## src/rtl/reg_pkg.sv

```systemverilog
// Shared constants and FSM state type for the register read unit.
// The operand bypass is selected at build time with the macro RD_BYPASS_EN.
package reg_pkg;

  localparam logic [4:0]  REG_ZERO        = 5'd0;
  localparam logic [4:0]  REG_SP          = 5'd29;
  localparam logic [4:0]  REG_RA          = 5'd31;
  localparam logic [31:0] SP_INIT_DEFAULT = 32'd227;

  typedef enum logic [1:0] {
    IDLE = 2'd0,
    READ = 2'd1,
    DONE = 2'd2
  } rd_state_t;

endpackage

```

## src/rtl/reg_array.sv

```systemverilog
// 32-entry register bank: one synchronous write port, two asynchronous read ports.
// Register 0 is hardwired to zero and register 29 resets to SP_INIT.
module reg_array
  import reg_pkg::*;
#(
  parameter int          DATA_W  = 32,
  parameter int          ADDR_W  = 5,
  parameter logic [31:0] SP_INIT = SP_INIT_DEFAULT
) (
  input  logic              clk,
  input  logic              reset,
  input  logic              i_wr_en,
  input  logic [ADDR_W-1:0] i_wr_addr,
  input  logic [DATA_W-1:0] i_wr_data,
  input  logic [ADDR_W-1:0] i_ra_addr,
  output logic [DATA_W-1:0] o_ra_data,
  input  logic [ADDR_W-1:0] i_rb_addr,
  output logic [DATA_W-1:0] o_rb_data
);

  localparam int NREG = 1 << ADDR_W;

  logic [DATA_W-1:0] r_mem [NREG];

  always_ff @(posedge clk) begin
    if (reset) begin
      for (int i = 0; i < NREG; i++) begin
        r_mem[i] <= '0;
      end
      r_mem[ADDR_W'(REG_SP)] <= DATA_W'(SP_INIT);
    end else if (i_wr_en && (i_wr_addr != ADDR_W'(REG_ZERO))) begin
      r_mem[i_wr_addr] <= i_wr_data;
    end
  end

  // Entry 0 is never written, but mask it anyway so it reads zero by construction.
  assign o_ra_data = (i_ra_addr == ADDR_W'(REG_ZERO)) ? '0 : r_mem[i_ra_addr];
  assign o_rb_data = (i_rb_addr == ADDR_W'(REG_ZERO)) ? '0 : r_mem[i_rb_addr];

endmodule

```

## src/rtl/reg_read_unit.sv

```systemverilog
// Sequenced two-operand register read (IDLE -> READ -> DONE) into the A/B operand latches.
// Build option RD_BYPASS_EN forwards a write landing during READ into the latches.
module reg_read_unit
  import reg_pkg::*;
#(
  parameter int          DATA_W  = 32,
  parameter int          ADDR_W  = 5,
  parameter logic [31:0] SP_INIT = SP_INIT_DEFAULT
) (
  input  logic              clk,
  input  logic              reset,
  input  logic              wr_en,
  input  logic [ADDR_W-1:0] wr_addr,
  input  logic [DATA_W-1:0] wr_data,
  input  logic              rd_req,
  input  logic [ADDR_W-1:0] rs_addr,
  input  logic [ADDR_W-1:0] rt_addr,
  output logic              rd_busy,
  output logic              rd_valid,
  output logic [DATA_W-1:0] a_out,
  output logic [DATA_W-1:0] b_out,
  output rd_state_t         dbg_state
);

  // Handshake: rd_req is sampled only in IDLE; rd_busy is high for the one READ
  // cycle; rd_valid pulses for the one DONE cycle, when a_out/b_out carry the new
  // operands. Requests arriving in READ or DONE are dropped, not queued.

  rd_state_t         r_state;
  rd_state_t         w_next;
  logic [ADDR_W-1:0] r_rs;
  logic [ADDR_W-1:0] r_rt;
  logic [DATA_W-1:0] r_a;
  logic [DATA_W-1:0] r_b;
  logic [DATA_W-1:0] w_rs_data;
  logic [DATA_W-1:0] w_rt_data;
  logic [DATA_W-1:0] w_a_next;
  logic [DATA_W-1:0] w_b_next;

  reg_array #(
    .DATA_W  (DATA_W),
    .ADDR_W  (ADDR_W),
    .SP_INIT (SP_INIT)
  ) u_reg_array (
    .clk       (clk),
    .reset     (reset),
    .i_wr_en   (wr_en),
    .i_wr_addr (wr_addr),
    .i_wr_data (wr_data),
    .i_ra_addr (r_rs),
    .o_ra_data (w_rs_data),
    .i_rb_addr (r_rt),
    .o_rb_data (w_rt_data)
  );

`ifdef RD_BYPASS_EN
  // A write retiring on the same edge as READ would otherwise be missed by the latch.
  logic w_hit_a;
  logic w_hit_b;
  assign w_hit_a  = wr_en && (wr_addr == r_rs) && (r_rs != ADDR_W'(REG_ZERO));
  assign w_hit_b  = wr_en && (wr_addr == r_rt) && (r_rt != ADDR_W'(REG_ZERO));
  assign w_a_next = w_hit_a ? wr_data : w_rs_data;
  assign w_b_next = w_hit_b ? wr_data : w_rt_data;
`else
  assign w_a_next = w_rs_data;
  assign w_b_next = w_rt_data;
`endif

  always_ff @(posedge clk) begin
    if (reset) begin
      r_state <= IDLE;
      r_rs    <= '0;
      r_rt    <= '0;
      r_a     <= '0;
      r_b     <= '0;
    end else begin
      r_state <= w_next;
      if ((r_state == IDLE) && rd_req) begin
        r_rs <= rs_addr;
        r_rt <= rt_addr;
      end
      if (r_state == READ) begin
        r_a <= w_a_next;
        r_b <= w_b_next;
      end
    end
  end

  always_comb begin
    w_next = r_state;
    case (r_state)
      IDLE:    w_next = rd_req ? READ : IDLE;
      READ:    w_next = DONE;
      DONE:    w_next = IDLE;
      default: w_next = IDLE;
    endcase
  end

  assign rd_busy   = (r_state == READ);
  assign rd_valid  = (r_state == DONE);
  assign a_out     = r_a;
  assign b_out     = r_b;
  assign dbg_state = r_state;

endmodule
```

## config.mk

```make
export PLATFORM = sky130hd
export DESIGN_NAME = reg_read_unit
export DESIGN_NICKNAME = d
export VERILOG_FILES = /design/src/rtl/reg_pkg.sv /design/src/rtl/reg_array.sv /design/src/rtl/reg_read_unit.sv
export SDC_FILE = /design/constraint.sdc
export NUM_CORES = 2
export LEC_CHECK = 0
export CAP_MARGIN = 25
export CORE_MARGIN = 1
export CORE_UTILIZATION = 60
export CTS_CLUSTER_DIAMETER = 30
export CTS_CLUSTER_SIZE = 20
export DETAILED_ROUTE_END_ITERATION = 8
export GPL_ROUTABILITY_DRIVEN = 0
export HOLD_SLACK_MARGIN = 0.05
export PLACE_DENSITY = 0.77
export SYNTH_ARGS = -nofsm -noshare
export SYNTH_HDL_FRONTEND = slang
export SYNTH_HIERARCHICAL = 1
export SYNTH_SLANG_ARGS = --single-unit
```

## constraint.sdc

```tcl
create_clock -name clk -period 2.3 [get_ports clk]
set_input_delay 0.345 -clock clk [delete_from_list [all_inputs] [get_ports clk]]
set_output_delay 0.345 -clock clk [all_outputs]
set_load 0.01 [all_outputs]
```

Yosys cells after proc, flatten, opt, wreduce, memory -nomap -nowiden
Memory sizes are Yosys's and may differ from the RTL's. A register that Yosys moved wholly into a read port is not among the register bits. Index checks and enable logic that the tools add are counted.

Flip-flop bits (word level): 76. Memories: 1. Word-level logic and storage cells: 33. RAM bits: 1024.

Equality and inequality tests: 2. Mux-type cells: 17. Bitwise gates (word level): 1. Reduce and logical (&&, ||, !) cells: 7.

Memory list: u_reg_array.r_mem (depth 32, bits a word 32, rd ports 2, clocked after Yosys merged registers in 2, wr ports 32, RTL line reg_array.sv:23) `logic [DATA_W-1:0] r_mem [NREG];`.

Operators by type and width (number): 32-bit 2-to-1 mux (4); 32-bit OR reduction (1); 5-bit 2-to-1 mux (5); 5-bit logical NOT (2); 1-bit 2-to-1 mux (7); 5-bit nonzero test (1); 2-bit case mux with 2 select lines (1); 2-bit by 1-bit equality test with 1-bit output, second input constant (1); 2-bit equality test, second input constant (1); 1-bit logical AND (2); 2-bit logical NOT (1); 1-bit OR (1).

Logic depth before layout (Yosys ltp)
Depth after elaboration: 7. Gate-level depth with buffers: 11. Depth with buffers taken out: 6.

By module
The synthesis kept the hierarchy.

Modules (own cells, without submodules): reg_array (instances 1, area an instance 54340.9 µm², cells each 3504); reg_read_unit (instances 1, area an instance 2677.6 µm², cells each 317).

Least setup slack after synthesis
OpenSTA, ideal clock, no wires.

Path type: reg-to-reg. From: register r_rs[2]. To: register r_a[10], in the netlist a_out[10]. Data required time: 2.168 ns. Cell stages (with the launch flop): 10. Slack: 0.139 ns. Arrival time: 2.029 ns. Cells stage by stage: dfxtp_1 buf_2 buf_2 clkbuf_1 mux4_2 mux4_2 o22ai_1 nor3_1 nand2_1 a21oi_1.

Word-level cells in the longest chain between the ends: 2.

Ends and longest elaborated chain: start: declaration (RTL line reg_read_unit.sv:31) `logic [ADDR_W-1:0] r_rs;`; start signal: assignment (RTL line reg_read_unit.sv:79) `r_rs <= rs_addr;`; 5-bit logical NOT (RTL line reg_array.sv:37) `assign o_ra_data = (i_ra_addr == ADDR_W'(REG_ZERO)) ? '0 : r_mem[i_ra_addr];`; 32-bit 2-to-1 mux (RTL line reg_array.sv:37); net w_a_next[10] (RTL line reg_read_unit.sv:37) `logic [DATA_W-1:0] w_a_next;`; end signal: assignment (RTL line reg_read_unit.sv:83) `r_a <= w_a_next;`; end: declaration (RTL line reg_read_unit.sv:33) `logic [DATA_W-1:0] r_a;`.

The timed path passes the listed nets, and every way through them passes these cells. A chain may end at the register's enable or synchronous reset.

Final worst setup path
From: register r_rs[1]. To: register r_a[9], in the netlist a_out[9].

The elaborated chain is that of the path after synthesis.

==> metrics <==
endpoints failing setup=65; # IOs=119; Starting Density=60.82%; Max Freq=376.4 MHz; RSZ-0062 raised after global routing=yes; pwr dens=863.3 mW/mm2; Clock Sinks=1100; GRT overflow=0; initial antenna violation count=5; Global Route Usage Sum=42.53%; Via density=7.280; Clock Path Buffers=3; Tightest Hold Check Type=in -> reg; Lkg Pwr=25.79 nW; most frequent cells in the layout=edfxtp_1, and2_1, mux4_2, buf_4, clkbuf_16; commonest non-fill, non-tap cell in the layout=edfxtp_1; Skew-Pair Late Insertion Delay=810 ps; fin worst setup slack=-356.6 ps; syn avg cell area=14.92 um2; vias in the first global route=42000; Bufs and invs on worst path=4; Final Critical Period=2657 ps; post-synthesis async set-or-reset flop share=0%; status=finished with violations; first-pass GRT wire length=286.9 mm; fin cells=5802; IR drop worst, VDD=0.6846 mV; mapped cell area=0.05702 mm2; Sum Neg Setup Slack=-10340 ps; CTS H-tree lvls=4; synthesis-stage register bit count=1100; root buffer cell=clkbuf_16; Tcrit/Tclk final=115.5%; CTS tree=yes; Fin. Hold Viols=0; core area=0.09375 mm2; via count=42240; DRT antenna net count=0; max incr delay on CP=600 ps; maximum fanout along the worst path=7; Worst setup SP type=flop; First DRT Iteration DRCs=7601; CP endpoint kind=flop; largest net degree at the start of global routing=97; Post-Synthesis Cells=3821; Worst Hold Depth=3; # DRC=0; critical path, cell by cell=clkbuf_16 > buf_16 > buf_6 > mux4_2 > mux4_2 > o22ai_2 > buf_6 > nor3_2 > nand2_1 > a21oi_1; Worst path top cell family by delay=multiplexers; Chip Height=310.3 um; post-synthesis sequential area ratio=56.60%; Final #Nets=4417; relative slew slack=52.02%; Main synth FF type=edfxtp_1; CP Class=reg -> reg; YS warnings=6; die area=0.09627 mm2; Max Slew Vio Count=0; Worst Skew=31.55 ps; failing checks=negative setup slack; Stages on worst setup path=10; maxcap violations=0; Final Core Density=78.66%; # placed instances=5273; Avg WL per Cell=36.18 um; Worst R2R Path Depth=10; CP max-delay cell=mux4_2; WHS=131.9 ps; Layout area overhead=29.33%; Die W=310.3 um; number of cell rows=112; Post-synth EDFFs=1024; final-layout fill cell count=4641; register clock-pin slew on the reported worst setup and hold paths=50 ps; CP required=2930 ps; Worst Tran Pin Value=719.6 ps; Total Routed Length=209.9 mm; layout cells sized above 1=38.08%; CP Data Arrival Time=3290 ps; dpl hpwl=119.9 mm; total CTS buffers=204; distinct cell type count after synthesis=51; First-pass DRT Iterations=6; PortBufs=118
[per-layer routing]
metal,part of all wire (%),up-vias,global-route usage (%)
met5,0.026,-,0
met3,15,1103,12.59
met4,8.5,6,31.16
met1,32,20680,53.80
li1,-,15820,-
met2,44,4633,62.76
[stage by stage]
stage                     instance area (um2)  worst slack [ps]  power [mW]
final                                   73740            -356.6       63.66
after detailed placement                62900            -751.3       30.81
after CTS                               72260            -198.2       62.50
after floorplan                         57130             138.9       27.61
after global placement                  62900            -714.5       30.64
after global routing                    73720            -351.8       64.63
[worst paths after layout]
check            start         to  slack [ps]
max            r_rs[1]   a_out[9]        -360
min              reset    r_rt[4]         130
max reg2reg    r_rs[1]   a_out[9]        -360
min reg2reg  a_out[28]  a_out[28]         460
[flip-flops by register name, indices dropped and copies added, names as in the netlist]
register / flops
u_reg_array/r_mem: 1024
r_rs: 5
r_rt: 5
a_out: 32
b_out: 32
dbg_state: 2
[final cells by class]
cell class                 count  area [um2]  share of cell area, %
timing repair buffer         716        8233                  11.16
tap                         1254        1569                  2.128
multi-input combinational   2342       24430                  33.13
inverter                       2       7.507                0.01018
antenna                        8       20.02                0.02715
sequential                  1100       32300                  43.81
clock buffer                 239        5443                  7.381
clock inverter               141        1734                  2.352
[what timing repair did]
item                                    4_1_cts  5_1_grt
hold endpoints to repair                      8        0
cloned                                       20        9
setup buffers                                55       72
pin swaps                                    33       91
hold buffers                                  1        0
resized for setup                           259      170
endpoints found under the setup margin       67       65
[worst min-delay path: cells and delay by family]
kind | cells | cell delay (ps)
buffers and inverters | 2 | 360
and+or+nand+nor | 1 | 170
[report_power, final]
group          internal (mW)  switching (mW)
sequential              23.0           0.809
combinational           4.11            4.48
clock                   20.5            10.8
total                   47.6            16.1
[cell usage after synthesis (2+ instances only)]
library cell  count  share of area (%)
nor4_1            6              0.066
mux4_2          454                 18
nor2_1           47               0.31
mux2i_1         164                2.9
a21oi_1          74               0.65
nand2b_1          6              0.066
or3_1             7              0.077
dfxtp_1          76                2.7
nand2_1         136               0.90
buf_2            48               0.42
buf_1            15              0.099
or3b_2            3              0.046
a22o_1           51               0.78
a2111oi_0        25               0.38
nor4_2            2              0.044
nand3b_1          5              0.066
and2_1          991                 11
a2111oi_1         4              0.070
and3_1            2              0.022
nor2b_1          16               0.18
o211a_1           2              0.035
o21ai_0           2              0.018
mux4_1           16               0.74
a211oi_1         34               0.45
a22oi_1          18               0.24
buf_4            31               0.41
mux2_2           30               0.59
a221oi_1          3              0.046
o221ai_1         27               0.41
clkbuf_1        276                1.8
buf_8             3              0.079
nand3_1           5              0.044
buf_6            34               0.67
a32o_1            4              0.070
o22ai_1          79               0.87
or2_2            33               0.36
edfxtp_1       1024                 54
nand4bb_1         2              0.039
nor3_1           54               0.47
[kinds of logic after synthesis]
| family | synth area share, % |
|---|---|
| flip-flops | 56.60 |
| other | 0.006577 |
| AO/OA/AOI/OAI | 4.038 |
| AND/OR/NAND/NOR | 13.70 |
| multiplexers | 22.14 |
| buffers and inverters | 3.522 |
Power figures use the tool's default switching activity.
